### config.mk
export PLATFORM = sky130hd
export DESIGN_NAME = mips_multicycle_ctrl
export DESIGN_NICKNAME = d
export VERILOG_FILES = /design/src/rtl/mips_multicycle_ctrl.sv
export SDC_FILE = /design/constraint.sdc
export NUM_CORES = 1
export LEC_CHECK = 0
export BUFFER_PORTS_ARGS = -buffer_cell sky130_fd_sc_hd__buf_4
export CELL_PAD_IN_SITES_DETAIL_PLACEMENT = 1
export CELL_PAD_IN_SITES_GLOBAL_PLACEMENT = 2
export CORE_MARGIN = 10
export CORE_UTILIZATION = 20
export DETAILED_ROUTE_END_ITERATION = 10
export PLACE_DENSITY_LB_ADDON = 0.1
export SLEW_MARGIN = 25
export SYNTH_ARGS = -nofsm -noshare
export SYNTH_HDL_FRONTEND = slang
export SYNTH_SLANG_ARGS = --single-unit
### constraint.sdc
create_clock -name clk -period 1.8 [get_ports clk]
set_input_delay 0.09 -clock clk [delete_from_list [all_inputs] [get_ports clk]]
set_output_delay 0.09 -clock clk [all_outputs]
set_load 0.005 [all_outputs]
### src/rtl/mips_multicycle_ctrl.sv
// rtl/mips_multicycle_ctrl.sv - main control FSM for the multicycle MIPS datapath
//
// Sequences PC, IR, register file, ALU operand muxes and memory over 3-5
// cycles per instruction, stretching memory states while mem_ready is low.
//
// Ports:
//   clk, reset           rising-edge clock, synchronous active-high reset
//   opcode[5:0]          instr[31:26] from the IR (valid from DECODE onward)
//   mem_ready            memory completes the current access this cycle
//   pc_write, pc_write_cond, i_or_d, mem_read, mem_write, ir_write,
//   mem_to_reg, reg_dst, reg_write, alu_src_a, alu_src_b[1:0],
//   alu_op[1:0], pc_source[1:0]   datapath control strobes
//   state[3:0]           current state, for debug
//   illegal_op           one-cycle pulse in DECODE on an unsupported opcode

module mips_multicycle_ctrl #(
    parameter logic [5:0] OP_RTYPE = 6'h00,
    parameter logic [5:0] OP_LW    = 6'h23,
    parameter logic [5:0] OP_SW    = 6'h2B,
    parameter logic [5:0] OP_BEQ   = 6'h04,
    parameter logic [5:0] OP_ADDI  = 6'h08,
    parameter logic [5:0] OP_J     = 6'h02
) (
    input  logic       clk,
    input  logic       reset,
    input  logic [5:0] opcode,
    input  logic       mem_ready,
    output logic       pc_write,
    output logic       pc_write_cond,
    output logic       i_or_d,
    output logic       mem_read,
    output logic       mem_write,
    output logic       ir_write,
    output logic       mem_to_reg,
    output logic       reg_dst,
    output logic       reg_write,
    output logic       alu_src_a,
    output logic [1:0] alu_src_b,
    output logic [1:0] alu_op,
    output logic [1:0] pc_source,
    output logic [3:0] state,
    output logic       illegal_op
);

    typedef enum logic [3:0] {
        S_FETCH  = 4'd0,
        S_DECODE = 4'd1,
        S_MEMADR = 4'd2,
        S_MEMRD  = 4'd3,
        S_MEMWB  = 4'd4,
        S_MEMWR  = 4'd5,
        S_EXEC   = 4'd6,
        S_ALUWB  = 4'd7,
        S_BRANCH = 4'd8,
        S_ADDIEX = 4'd9,
        S_ADDIWB = 4'd10,
        S_JUMP   = 4'd11
    } state_e;

    state_e state_q, state_d;

    always_ff @(posedge clk) begin
        if (reset) begin
            state_q <= S_FETCH;
        end else begin
            state_q <= state_d;
        end
    end

    assign state = state_q;

    always_comb begin
        state_d       = S_FETCH;
        pc_write      = 1'b0;
        pc_write_cond = 1'b0;
        i_or_d        = 1'b0;
        mem_read      = 1'b0;
        mem_write     = 1'b0;
        ir_write      = 1'b0;
        mem_to_reg    = 1'b0;
        reg_dst       = 1'b0;
        reg_write     = 1'b0;
        alu_src_a     = 1'b0;
        alu_src_b     = 2'b00;
        alu_op        = 2'b00;
        pc_source     = 2'b00;
        illegal_op    = 1'b0;

        case (state_q)
            S_FETCH: begin
                // PC+4 is computed every FETCH cycle but only committed
                // together with the IR load once the fetch completes.
                mem_read  = 1'b1;
                alu_src_b = 2'b01;
                ir_write  = mem_ready;
                pc_write  = mem_ready;
                state_d   = mem_ready ? S_DECODE : S_FETCH;
            end
            S_DECODE: begin
                // Branch target precomputed into ALUOut while decoding.
                alu_src_b = 2'b11;
                if (opcode == OP_RTYPE) begin
                    state_d = S_EXEC;
                end else if (opcode == OP_LW || opcode == OP_SW) begin
                    state_d = S_MEMADR;
                end else if (opcode == OP_BEQ) begin
                    state_d = S_BRANCH;
                end else if (opcode == OP_ADDI) begin
                    state_d = S_ADDIEX;
                end else if (opcode == OP_J) begin
                    state_d = S_JUMP;
                end else begin
                    illegal_op = 1'b1;
                    state_d    = S_FETCH;
                end
            end
            S_MEMADR: begin
                alu_src_a = 1'b1;
                alu_src_b = 2'b10;
                state_d   = (opcode == OP_LW) ? S_MEMRD : S_MEMWR;
            end
            S_MEMRD: begin
                mem_read = 1'b1;
                i_or_d   = 1'b1;
                state_d  = mem_ready ? S_MEMWB : S_MEMRD;
            end
            S_MEMWB: begin
                reg_write  = 1'b1;
                mem_to_reg = 1'b1;
            end
            S_MEMWR: begin
                mem_write = 1'b1;
                i_or_d    = 1'b1;
                state_d   = mem_ready ? S_FETCH : S_MEMWR;
            end
            S_EXEC: begin
                alu_src_a = 1'b1;
                alu_op    = 2'b10;
                state_d   = S_ALUWB;
            end
            S_ALUWB: begin
                reg_write = 1'b1;
                reg_dst   = 1'b1;
            end
            S_BRANCH: begin
                alu_src_a     = 1'b1;
                alu_op        = 2'b01;
                pc_write_cond = 1'b1;
                pc_source     = 2'b01;
            end
            S_ADDIEX: begin
                alu_src_a = 1'b1;
                alu_src_b = 2'b10;
                state_d   = S_ADDIWB;
            end
            S_ADDIWB: begin
                reg_write = 1'b1;
            end
            S_JUMP: begin
                pc_write  = 1'b1;
                pc_source = 2'b10;
            end
            default: begin
                state_d = S_FETCH;
            end
        endcase
    end

endmodule

Yosys cells after proc, flatten, opt, wreduce, memory -nomap -nowiden
Index checks and enable logic that the tools add are counted.

Bits in registers: 4. Latch bits: 0. RAM bits: 0. ROM bits: 0. Bits of input ports: 9. Output and inout port bits: 21. Logic and storage cells: 54. Memories kept: 0.

Add/sub/neg operators: 0. $mul: 0. Div/mod/pow operators: 0. Magnitude comparators: 0. Equality and inequality tests: 16. Shift-type cells: 0. Mux-type cells: 29. Bitwise gates (word level): 0. Reduce and logical (&&, ||, !) cells: 8.

Operator list (number): $pmux W4 S7 (1); $mux W4 (5); $eq A4 B3 Y1 const B (4); $eq A4 B4 Y1 const B (4); $mux W1 (16); $eq A6 B6 Y1 const B (2); $mux W3 (3); $eq A4 B2 Y1 const B (2); $pmux W2 S2 (2); $eq A6 B2 Y1 const B (1); $eq A6 B3 Y1 const B (1); $eq A6 B4 Y1 const B (1); $logic_not A6 Y1 (1); $pmux W2 S3 (1); $reduce_or A2 Y1 (3); $eq A4 B1 Y1 const B (1); $logic_not A4 Y1 (1); $reduce_or A4 Y1 (1); $reduce_or A3 Y1 (1); $pmux W1 S2 (1); $logic_or A1 B1 Y1 (1).

Depth between registers and ports, before layout
Gate-level depths: netlist (run 1).

Depth in word-level cells: 7. Depth in mapped cells: 5. Depth with buffers taken out: 4.

Worst setup path after synthesis (run 1)
Ideal clock, no wire load.

Kind: register to register. Start point: reg state_q[1], in the netlist state[1]. End point: reg state_q[2], in the netlist state[2]. Setup time: 0.088 ns. Data arrival time: 1.485 ns. Slack: 0.227 ns. Stages on the path, launching flop included: 6. Clock period less this slack: 1.573 ns. Cells stage by stage: dfxtp_1 -> nand2b_1 -> clkbuf_1 -> o31a_1 -> a2111o_1 -> a311oi_2.

Word-level cells in the longest chain between the ends: 2. Elaborated cells on any way between the ends: 8. Classes of those cells: 6 x eq/ne; 1 x mux; 1 x reduce/logical.

Ends and longest elaborated chain: start, declared (line 60) `state_e state_q, state_d;`; start signal, assigned (line 66) `state_q <= state_d;`; $eq A4 B4 Y1 (tied with other cells) (line 89) `case (state_q)`; $pmux W4 S7 * (line 89).

Every way passes the cells marked *; elsewhere a longest branch is shown, timed or not. A chain may end at the register's enable or synchronous reset.

Final worst setup path (run 1)
Start point: reg state_q[2], in the netlist state[2]. End point: out illegal_op.

Word-level cells in the longest chain between the ends: 2.

Ends and longest elaborated chain: $eq A4 B1 Y1 (line 89); $mux W1 (line 89); end, declared (line 42) `output logic illegal_op`.

Every way passes these cells.

==> summary.txt, run 1 <==
Yosys
  • Flops & latches, synth: 4
  • Post-synth EDFFs: 0
  • Post-Synth Simple-Gate Area: 39.51%
  • Ys flop type: dfxtp_1
  • Post-Synth XOR/XNOR Area: 5.122%
  • Syn Area/Cell: 7.027 µm²
  • Yosys cell types: 36
  • Count leader, synth: nor3_1
  • Mapped Nets: 82
  • Largest family of logic cells by synthesized area: simple AND/OR/NAND/NOR gates
  • Synth Area in Adders: 0%
  • Syn. warnings: 0
  • Share of Yosys cell area claimed by the top area cell type: 15.61%
  • Compound-cell area share of the yosys netlist: 31.95%
  • Synthesized instance count: 73
  • Async S/R FF share, synth: 0%
  • Synth top cells by count: nor3_1, nor2_1, clkbuf_1
  • Sequential element share of the synthesized area: 15.61%
  • Synth Cell Area: 513.0 µm²
  • Biggest area consumer among synthesized cells: dfxtp_1
  • Synth area leaders: dfxtp_1, nor3_1, nor2_1
  • Proportion of synthesized area in mux cells: 1.951%

STA
  • Final period utilization: 89.96%
  • Final setup fails: 0
  • Worst-Margin Slew: 441.7 ps
  • Min Tclk post-route: 1619 ps
  • Setup TNS Final: 0 ps
  • Achievable Freq: 0.6175 GHz
  • Setup Skew: 5.705 ps
  • Max Slew Vio Count: 0
  • Final Hold Fails: 0
  • Slew HR: 70.28%
  • RSZ-0062 raised after global routing: no

CTS
  • Post-CTS Setup Bufs: 0
  • Hold_buf cts: 0
  • TritonCTS buffer count: 3
  • Post-CTS sizing: 0
  • Clock sink total: 4
  • Root Buffer Master: clkbuf_4
  • Clk buf depth: 2
  • Clk slew on worst S/H paths: 40 ps
  • CTS tree: done
  • Worst skew pair latency: 240 ps
  • CTS H-tree lvls: 1

Layout
  • Max reg flops: 4
  • Area Overhead vs Synth: 56.10%
  • Final Non-Filler Cells: 133
  • Number of fill cells in the layout: 320
  • Layout cells sized above 1: 43.69%
  • Register Area: 81.33 µm²
  • Final net count: 114
  • Ant. Diodes: 0
  • Multi-input logic area: 407.9 µm²

Detailed routing
  • Vias per cell: 5.053
  • Vias: 672
  • DR DRC count: 0
  • DRT Pass-1 Iters: 4
  • DR iter-0 viols: 9
  • DRT Wirelength: 1986 µm
  • WL/cell: 14.93 µm
  • Post-route ant nets: 0

Setup path
  • RR Startpoint: state[1]
  • Worst path most repeated cell: buf_4
  • Setup CP Type: flop to output pin
  • Flop2flop setup slack: 310 ps
  • Worst path required time: 1710 ps
  • Setup crit end kind: output pin
  • Slowest-stage cell, CP: dfxtp_1
  • WP data arrival: 1530 ps
  • Critical Path Max Stage Delay: 370 ps
  • Cell Chain, Critical Path: buf_4 > nor3_2 > o31a_2 > o311a_1 > buf_4
  • Startpoint Class: flop
  • Maximum fanout along the worst path: 10
  • Worst Setup SP: state[2]

GRT
  • First-pass GRT wire length: 3146 µm
  • Antenna violations before repair: 0
  • Grt met1 use: 9.203%
  • Largest net degree at the start of global routing: 16
  • Total gr overflow: 0
  • Gr usage total: 7.383%
  • Vias in the first global route: 647
  • GR peak layer: met2
  • Grt met2 use: 11.38%
  • M3 GR Usage: 3.905%

Pwr
  • Leakage: 0.3453 nW
  • PwrDens: 376.8 nW/µm²
  • Tot Pwr: 301.7 µW
  • Peak supply drop: 326.5 µV

Floorplanning
  • Die Span Y: 70.65 µm
  • IO Pins: 30
  • Starting Density: 20.90%
  • Core box area: 2455 µm²
  • # rows: 18
  • Die area: 4991 µm²
  • Die Wd: 70.65 µm

Status
  • Status: complete, no violations

Hold path
  • Worst min path class: input pin to flop
  • Hold path start: reset

Job
  • Max-cap violations: 0

Placement
  • Number of port buffers: 29
  • Placer congestion estimate: 0.8448
  • Placed wire-length estimate: 1633 µm
  • Placed cells: 130
## per-layer routing
| layer | routed length [µm] | part of all wire, % |
|---|---|---|
| met1 | 927 | 47 |
| met2 | 918 | 46 |
| met3 | 140 | 7.0 |
| met4 | 0 | 0 |
| met5 | 0 | 0 |
## critical path, delay by kind of cell, from the launching register on
| kind | cells | cell delay [ps] |
|---|---|---|
| compound gates | 2 | 350 |
| buf+inv | 2 | 310 |
| simple gates | 1 | 260 |
| flops | 1 | 370 |
## stage by stage
stage                     area (µm²)  hold WS, ps  setup slack [ps]  util (%)
after floorplan                513.0        181.5             227.3         -
after global placement         772.0        274.4             154.5     31.45
after detailed placement       772.0        277.7             131.6     31.45
after CTS                      794.5        22.62             75.26     32.36
after global routing           800.8        30.80             12.83     32.62
final                          800.8        18.50             180.6     32.62
## worst paths after layout
check / endpoint / depth (start not counted)
worst max-delay path: illegal_op / 5
worst min-delay path: state[3] / 2
worst max register to register: state[2] / 4
worst min register to register: state[2] / 1
## kinds of logic (layout without fill, tap and decap cells)
logic type      after synthesis  count (layout)
compound gates               22              22
flops                         4               4
xor+xnor                      3               3
simple gates                 36              36
mux                           1               1
buf+inv                       7              37
## cells in the final DEF, fill, tap and decap left out, drive strengths merged, types with 3 or more instances in the layout
cell / n
buf: 33
nor3: 8
nor2: 6
nand2: 4
a21oi: 4
o21ai: 4
dfxtp: 4
nand2b: 3
nand3: 3
clkbuf: 3
## area by class of cell
cell class,count,area share (%)
inverters,1,0.4688
well taps,30,4.688
flip-flops and latches,4,10.16
repair buffers,33,30.94
clock buffers,3,2.812
multi-input cells,62,50.94
## power breakdown
group / switching, mW / internal (mW)
sequential: 0.00202 / 0.0910
combinational: 0.0440 / 0.0488
clock: 0.0411 / 0.0749
(Power assumes the default switching activity.)
==> inputs of run 2 (changes only) <==
MAX_ROUTING_LAYER = met4   (was unset)
==> run 2 against run 1 <==
Net effect: die area is the same; clock power is essentially flat; sequential power hardly changed; clock-buffer cell count unchanged; first-iteration DRC count grew 22%; wire length is 0.20% lower; register-to-register slack is essentially flat; flip-flop and latch count did not move; hold slack barely moved; sequential share of layout area stayed put; highest routed layer unchanged.
==> summary.txt, run 2 (same netlist as run 1, synthesis figures left out) <==
Status
  • Status: complete, no violations

Detailed routing
  • Vias: 663 (-1.3%)
  • Vias per cell: 4.985 (-1.3%)
  • WL/cell: 14.90 µm (-0.20%)
  • DR iter-0 viols: 11 (+2)
  • DR DRC count: 0 (unchanged)
  • DRT Wirelength: 1982 µm (-0.20%)
  • Post-route ant nets: 0 (unchanged)
  • DRT Pass-1 Iters: 4 (unchanged)

Placement
  • Number of port buffers: 29 (unchanged)
  • Placed wire-length estimate: 1633 µm (unchanged)
  • Placer congestion estimate: 0.8580 (+1.6%)
  • Placed cells: 130 (unchanged)

Pwr
  • Peak supply drop: 326.5 µV (about the same)
  • P_int: 214.7 µW (about the same)
  • Net Sw Power: 87.05 µW (about the same)
  • Sequential share of power: 30.8% (about the same)
  • Leakage: 0.3453 nW (unchanged)
  • Sw frac: 28.85% (about the same)
  • PwrDens: 376.8 nW/µm² (about the same)
  • Comb pwr share: 30.8% (about the same)
  • Clock power share: 38.4% (about the same)

GRT
  • First-pass GRT wire length: 3153 µm (+0.22%)
  • Antenna violations before repair: 0 (unchanged)
  • Total gr overflow: 0 (unchanged)
  • Vias in the first global route: 643 (-0.62%)
  • Gr usage total: 7.622% (+0.24 points)
  • Largest net degree at the start of global routing: 16 (unchanged)

CTS
  • TritonCTS buffer count: 3 (unchanged)
  • Worst skew pair latency: 240 ps (about the same)
  • CTS tree: done
  • Clk slew on worst S/H paths: 40 ps (about the same)
  • Clock sink total: 4 (unchanged)
  • CTS H-tree lvls: 1 (unchanged)
  • Clk buf depth: 2 (unchanged)
  • Root Buffer Master: clkbuf_4

Layout
  • Area Overhead vs Synth: 56.10% (unchanged)
  • Max reg flops: 4 (unchanged)
  • Leading cell types in the layout, fill and taps excluded: buf_4, nor3_1, nor2_1
  • Post-Route Utilization: 32.62% (unchanged)
  • Commonest non-fill, non-tap cell in the layout: buf_4
  • Final net count: 114 (unchanged)
  • Layout cells sized above 1: 43.69% (unchanged)
  • Final Non-Filler Cells: 133 (unchanged)
  • Number of fill cells in the layout: 320 (unchanged)
  • Ant. Diodes: 0 (unchanged)

Setup path
  • Slowest-stage cell, CP: dfxtp_1
  • Setup CP Type: flop to output pin
  • WP data arrival: 1520 ps (about the same)
  • Maximum fanout along the worst path: 10 (unchanged)
  • Cell Chain, Critical Path: buf_4 > nor3_2 > o31a_2 > o311a_1 > buf_4
  • Setup crit end kind: output pin
  • Critical Path Max Stage Delay: 370 ps (about the same)
  • Worst path most repeated cell: buf_4
  • Startpoint Class: flop
  • Worst path required time: 1710 ps (about the same)

STA
  • Hold_ws: 18.55 ps (+0.05850 ps)
  • Max Slew Vio Count: 0 (unchanged)
  • Setup Skew: 5.659 ps (-0.04561 ps)
  • RSZ-0062 raised after global routing: no
  • Min Tclk post-route: 1615 ps (-4.724 ps)
  • Setup TNS Final: 0 ps (unchanged)
  • Achievable Freq: 0.6193 GHz (+0.29%)
  • Final setup fails: 0 (unchanged)
  • Worst-Margin Slew: 441.5 ps (-0.1624 ps)
  • Final period utilization: 89.70% (-0.26 points)
  • Slew HR: 70.29% (about the same)
  • Final Hold Fails: 0 (unchanged)

Hold path
  • Worst min path class: input pin to flop

Floorplanning
  • Die Span Y: 70.65 µm (unchanged)
  • # rows: 18 (unchanged)
  • Starting Density: 20.90% (unchanged)
  • Die area: 4991 µm² (unchanged)
  • Die Wd: 70.65 µm (unchanged)
  • Core box area: 2455 µm² (unchanged)
  • IO Pins: 30 (unchanged)

Job
  • Max-cap violations: 0 (unchanged)
[run 2: cell counts in the layout (fill, tap and decap cells not counted)]
Identical to the previous run, type by type.
[run 2: per-stage QoR]
| stage | worst slack, ps | power, mW | area [µm²] |
|---|---|---|---|
| after CTS | 75.26 | 0.3063 | 794.5 |
| after detailed placement | 131.6 | 0.1881 | 772.0 |
| after floorplan | 227.3 | 0.1347 | 513.0 |
| final | 185.4 | 0.3017 | 800.8 |
| after global routing | 12.83 | 0.3237 | 800.8 |
| after global placement | 154.5 | 0.1879 | 772.0 |
[run 2: repair_timing]
action	4_1_cts	5_1_grt
resized for setup	0	2
setup buffers	0	0
endpoints found under the setup margin	0	2
hold buffers	0	0
[run 2: path summary, 6_finish.rpt]
kind         startpoint          to  slack, ps  cells past startpoint
max            state[2]  illegal_op        190                      5
min               reset    state[3]         20                      2
max reg2reg    state[1]    state[2]        310                      4
min reg2reg    state[3]    state[2]        560                      1
[run 2: metal layers]
metal  wire length, µm  part of all wire (%)  GRT usage (%)  vias up
met5                 0                     0              -        -
met4                 0                     0         0.6452        0
met3               111                   5.6          3.347        0
met2               916                    46          11.38       16
met1               954                    48          9.590      311
li1                  -                     -              -      336
[run 2: worst max-delay path, delay by kind of cell (launching register included)]
kind                   cells  cell delay [ps]
AOI/OAI and AO/OA          2              350
buffers and inverters      2              300
DFF                        1              370
and+or+nand+nor            1              260
[run 2: final cells by class]
cell class / count / area, µm² / share of cell area [%]
flip-flops and latches: 4 / 81.33 / 10.16
inverters: 1 / 3.754 / 0.4688
clock buffers: 3 / 22.52 / 2.812
repair buffers: 33 / 247.7 / 30.94
multi-input cells: 62 / 407.9 / 50.94
well taps: 30 / 37.54 / 4.688
[run 2: power by group through the flow]
stage / logic [mW] / clock network, mW / registers, mW
6_report: 0.0929 / 0.116 / 0.0930
5_1_grt: 0.102 / 0.128 / 0.0933
4_1_cts: 0.0941 / 0.119 / 0.0931
3_5_place_dp: 0.0936 / 0 / 0.0945
3_3_place_gp: 0.0933 / 0 / 0.0945
2_1_floorplan: 0.0401 / 0 / 0.0946
==> inputs of run 3 (changes only) <==
CELL_PAD_IN_SITES_DETAIL_PLACEMENT = 0   (was 1)
==> run 3 against run 2 <==
Net effect: non-clock buffer count is the same; core utilization shrank 0.051 points; die area is the same; combinational power shrank 1%; worst setup slack lost 65 ps; sequential share of layout area shrank 0.14 points; clock power is essentially flat; flip-flop and latch count is the same; register-to-register slack is essentially flat; cell count is the same; hold slack gained 26 ps; clock skew is essentially flat; largest cell class unchanged; highest routed layer unchanged.
==> summary.txt, run 3 (same netlist as run 1, synthesis figures left out) <==
Setup path
  • Startpoint Class: flop
  • Worst R2R Path Depth: 4 (unchanged)
  • Setup CP Type: flop to output pin
  • Setup crit end kind: output pin
  • Flop2flop setup slack: 310 ps (about the same)
  • RR Startpoint: state[0]
  • Worst path required time: 1710 ps (about the same)
  • Reg2reg end: state[2]
  • Maximum fanout along the worst path: 10 (unchanged)
  • WP data arrival: 1590 ps (+70 ps)

STA
  • Achievable Freq: 0.5953 GHz (-3.9%)
  • Slew HR: 70.96% (+0.66 points)
  • Setup TNS Final: 0 ps (unchanged)
  • Setup Skew: 5.890 ps (+0.2307 ps)
  • Final period utilization: 93.32% (+3.6 points)
  • Max Slew Vio Count: 0 (unchanged)
  • Worst-Margin Slew: 431.7 ps (-9.818 ps)
  • Min Tclk post-route: 1680 ps (+65.16 ps)
  • RSZ-0062 raised after global routing: no
  • Final setup fails: 0 (unchanged)
  • Final Hold Fails: 0 (unchanged)

Pwr
  • Leakage: 0.3448 nW (-0.15%)
  • Peak supply drop: 374.0 µV (+15%)
  • Net Sw Power: 85.82 µW (-1.4%)
  • Comb pwr share: 30.6% (-0.2 points)
  • PwrDens: 375.7 nW/µm² (-0.28%)
  • Sequential share of power: 31.0% (+0.2 points)
  • Tot Pwr: 300.4 µW (-0.44%)
  • Clock power share: 38.4% (about the same)
  • Sw frac: 28.57% (-0.29 points)
  • P_int: 214.6 µW (about the same)

Layout
  • Leading cell types in the layout, fill and taps excluded: buf_4, nor3_1, nor2_1
  • Commonest non-fill, non-tap cell in the layout: buf_4
  • Number of fill cells in the layout: 276 (-14%)
  • Ant. Diodes: 0 (unchanged)
  • Final net count: 114 (unchanged)
  • Max reg flops: 4 (unchanged)
  • Area Overhead vs Synth: 55.85%
  • Layout cells sized above 1: 42.72% (-0.97 points)
  • Post-Route Utilization: 32.57% (-0.051 points)
  • Final Non-Filler Cells: 133 (unchanged)

CTS
  • Clock sink total: 4 (unchanged)
  • TritonCTS buffer count: 3 (unchanged)
  • Post-CTS Setup Bufs: 0 (unchanged)
  • CTS H-tree lvls: 1 (unchanged)
  • Root Buffer Master: clkbuf_4
  • Clk slew on worst S/H paths: 40 ps (about the same)
  • Worst skew pair latency: 240 ps (about the same)
  • CTS tree: done
  • Hold_buf cts: 0 (unchanged)
  • Clk buf depth: 2 (unchanged)

GRT
  • Vias in the first global route: 611 (-5.0%)
  • First-pass GRT wire length: 3022 µm (-4.2%)
  • Antenna violations before repair: 0 (unchanged)
  • Total gr overflow: 0 (unchanged)
  • Gr usage total: 7.291% (-0.33 points)
  • Largest net degree at the start of global routing: 16 (unchanged)

Job
  • Max-cap violations: 0 (unchanged)

Hold path
  • Worst min path class: input pin to flop
  • Hold path start: reset
  • Hold Path Depth: 2 (unchanged)
  • Hold EP: state[3]

Detailed routing
  • Post-route ant nets: 0 (unchanged)
  • DRT Pass-1 Iters: 4 (unchanged)
  • DR DRC count: 0 (unchanged)
  • Vias per cell: 4.895 (-1.8%)
  • DRT Wirelength: 1888 µm (-4.7%)
  • DR iter-0 viols: 26 (+15)
  • WL/cell: 14.20 µm (-4.7%)
  • Vias: 651 (-1.8%)

Floorplanning
  • Die area: 4991 µm² (unchanged)
  • Die Span Y: 70.65 µm (unchanged)
  • Core box area: 2455 µm² (unchanged)
  • IO Pins: 30 (unchanged)
  • Starting Density: 20.90% (unchanged)
  • Die Wd: 70.65 µm (unchanged)
  • # rows: 18 (unchanged)

Placement
  • Placed cells: 130 (unchanged)
  • Placed wire-length estimate: 1498 µm (-8.3%)
  • Placer congestion estimate: 0.8580 (unchanged)
  • Number of port buffers: 29 (unchanged)

Status
  • Status: complete, no violations
## run 3: cell count changes in the layout (fill, tap and decap cells not counted)
cell and change:
dfxtp_1 +1, dfxtp_2 -1
## run 3: worst max-delay path by stage
stage          depth (start not counted)       from    endpoint  slack, ps
6_report                               5   state[3]   reg_write        120
5_1_grt                                5   state[3]   reg_write         20
4_1_cts                                5   state[2]  illegal_op        120
3_5_place_dp                           5  opcode[4]    state[2]        140
3_3_place_gp                           5  opcode[4]    state[2]        150
2_1_floorplan                          5   state[1]    state[2]        230
## run 3: cell type report
| type | count | area (µm²) | share of cell area [%] |
|---|---|---|---|
| clock buffers | 3 | 22.52 | 2.817 |
| inverters | 1 | 3.754 | 0.4695 |
| multi-input cells | 62 | 407.9 | 51.02 |
| flip-flops and latches | 4 | 80.08 | 10.02 |
| well taps | 30 | 37.54 | 4.695 |
| repair buffers | 33 | 247.7 | 30.99 |
## run 3: power groups by stage
| stage | clock network (mW) | registers, mW | logic (mW) |
|---|---|---|---|
| finish | 0.115 | 0.0931 | 0.0920 |
| global route | 0.127 | 0.0933 | 0.102 |
| CTS | 0.118 | 0.0931 | 0.0928 |
| detailed placement | 0 | 0.0945 | 0.0924 |
| global placement | 0 | 0.0945 | 0.0933 |
| floorplan | 0 | 0.0946 | 0.0401 |
## run 3: stage by stage
step                      hold WS [ps]  setup WS (ps)  area, µm²
after floorplan                  181.5          227.3      513.0
after global placement           274.4          154.5      772.0
after detailed placement         287.9          140.7      772.0
after CTS                        34.21          120.2      794.5
after global routing             46.96          21.44      799.5
final                            44.97          120.2      799.5
## run 3: what timing repair did
action | 4_1_cts | 5_1_grt
resized for setup | 0 | 1
endpoints found under the hold margin | 0 | 0
setup endpoints to repair | 0 | 1
## run 3: metal layers
| layer | GRT usage (%) | up-vias | share of wire [%] |
|---|---|---|---|
| li1 | - | 342 | - |
| met1 | 9.565 | 293 | 49 |
| met2 | 10.08 | 16 | 43 |
| met3 | 4.045 | 0 | 7.9 |
| met4 | 0 | 0 | 0 |
| met5 | - | - | 0 |
## run 3: critical path: stages (launching register included)
cell	delay [ps]
dfxtp_1	570
inv_1	180
nand2_1	190
mux2i_1	100
a21o_1	180
buf_4	130
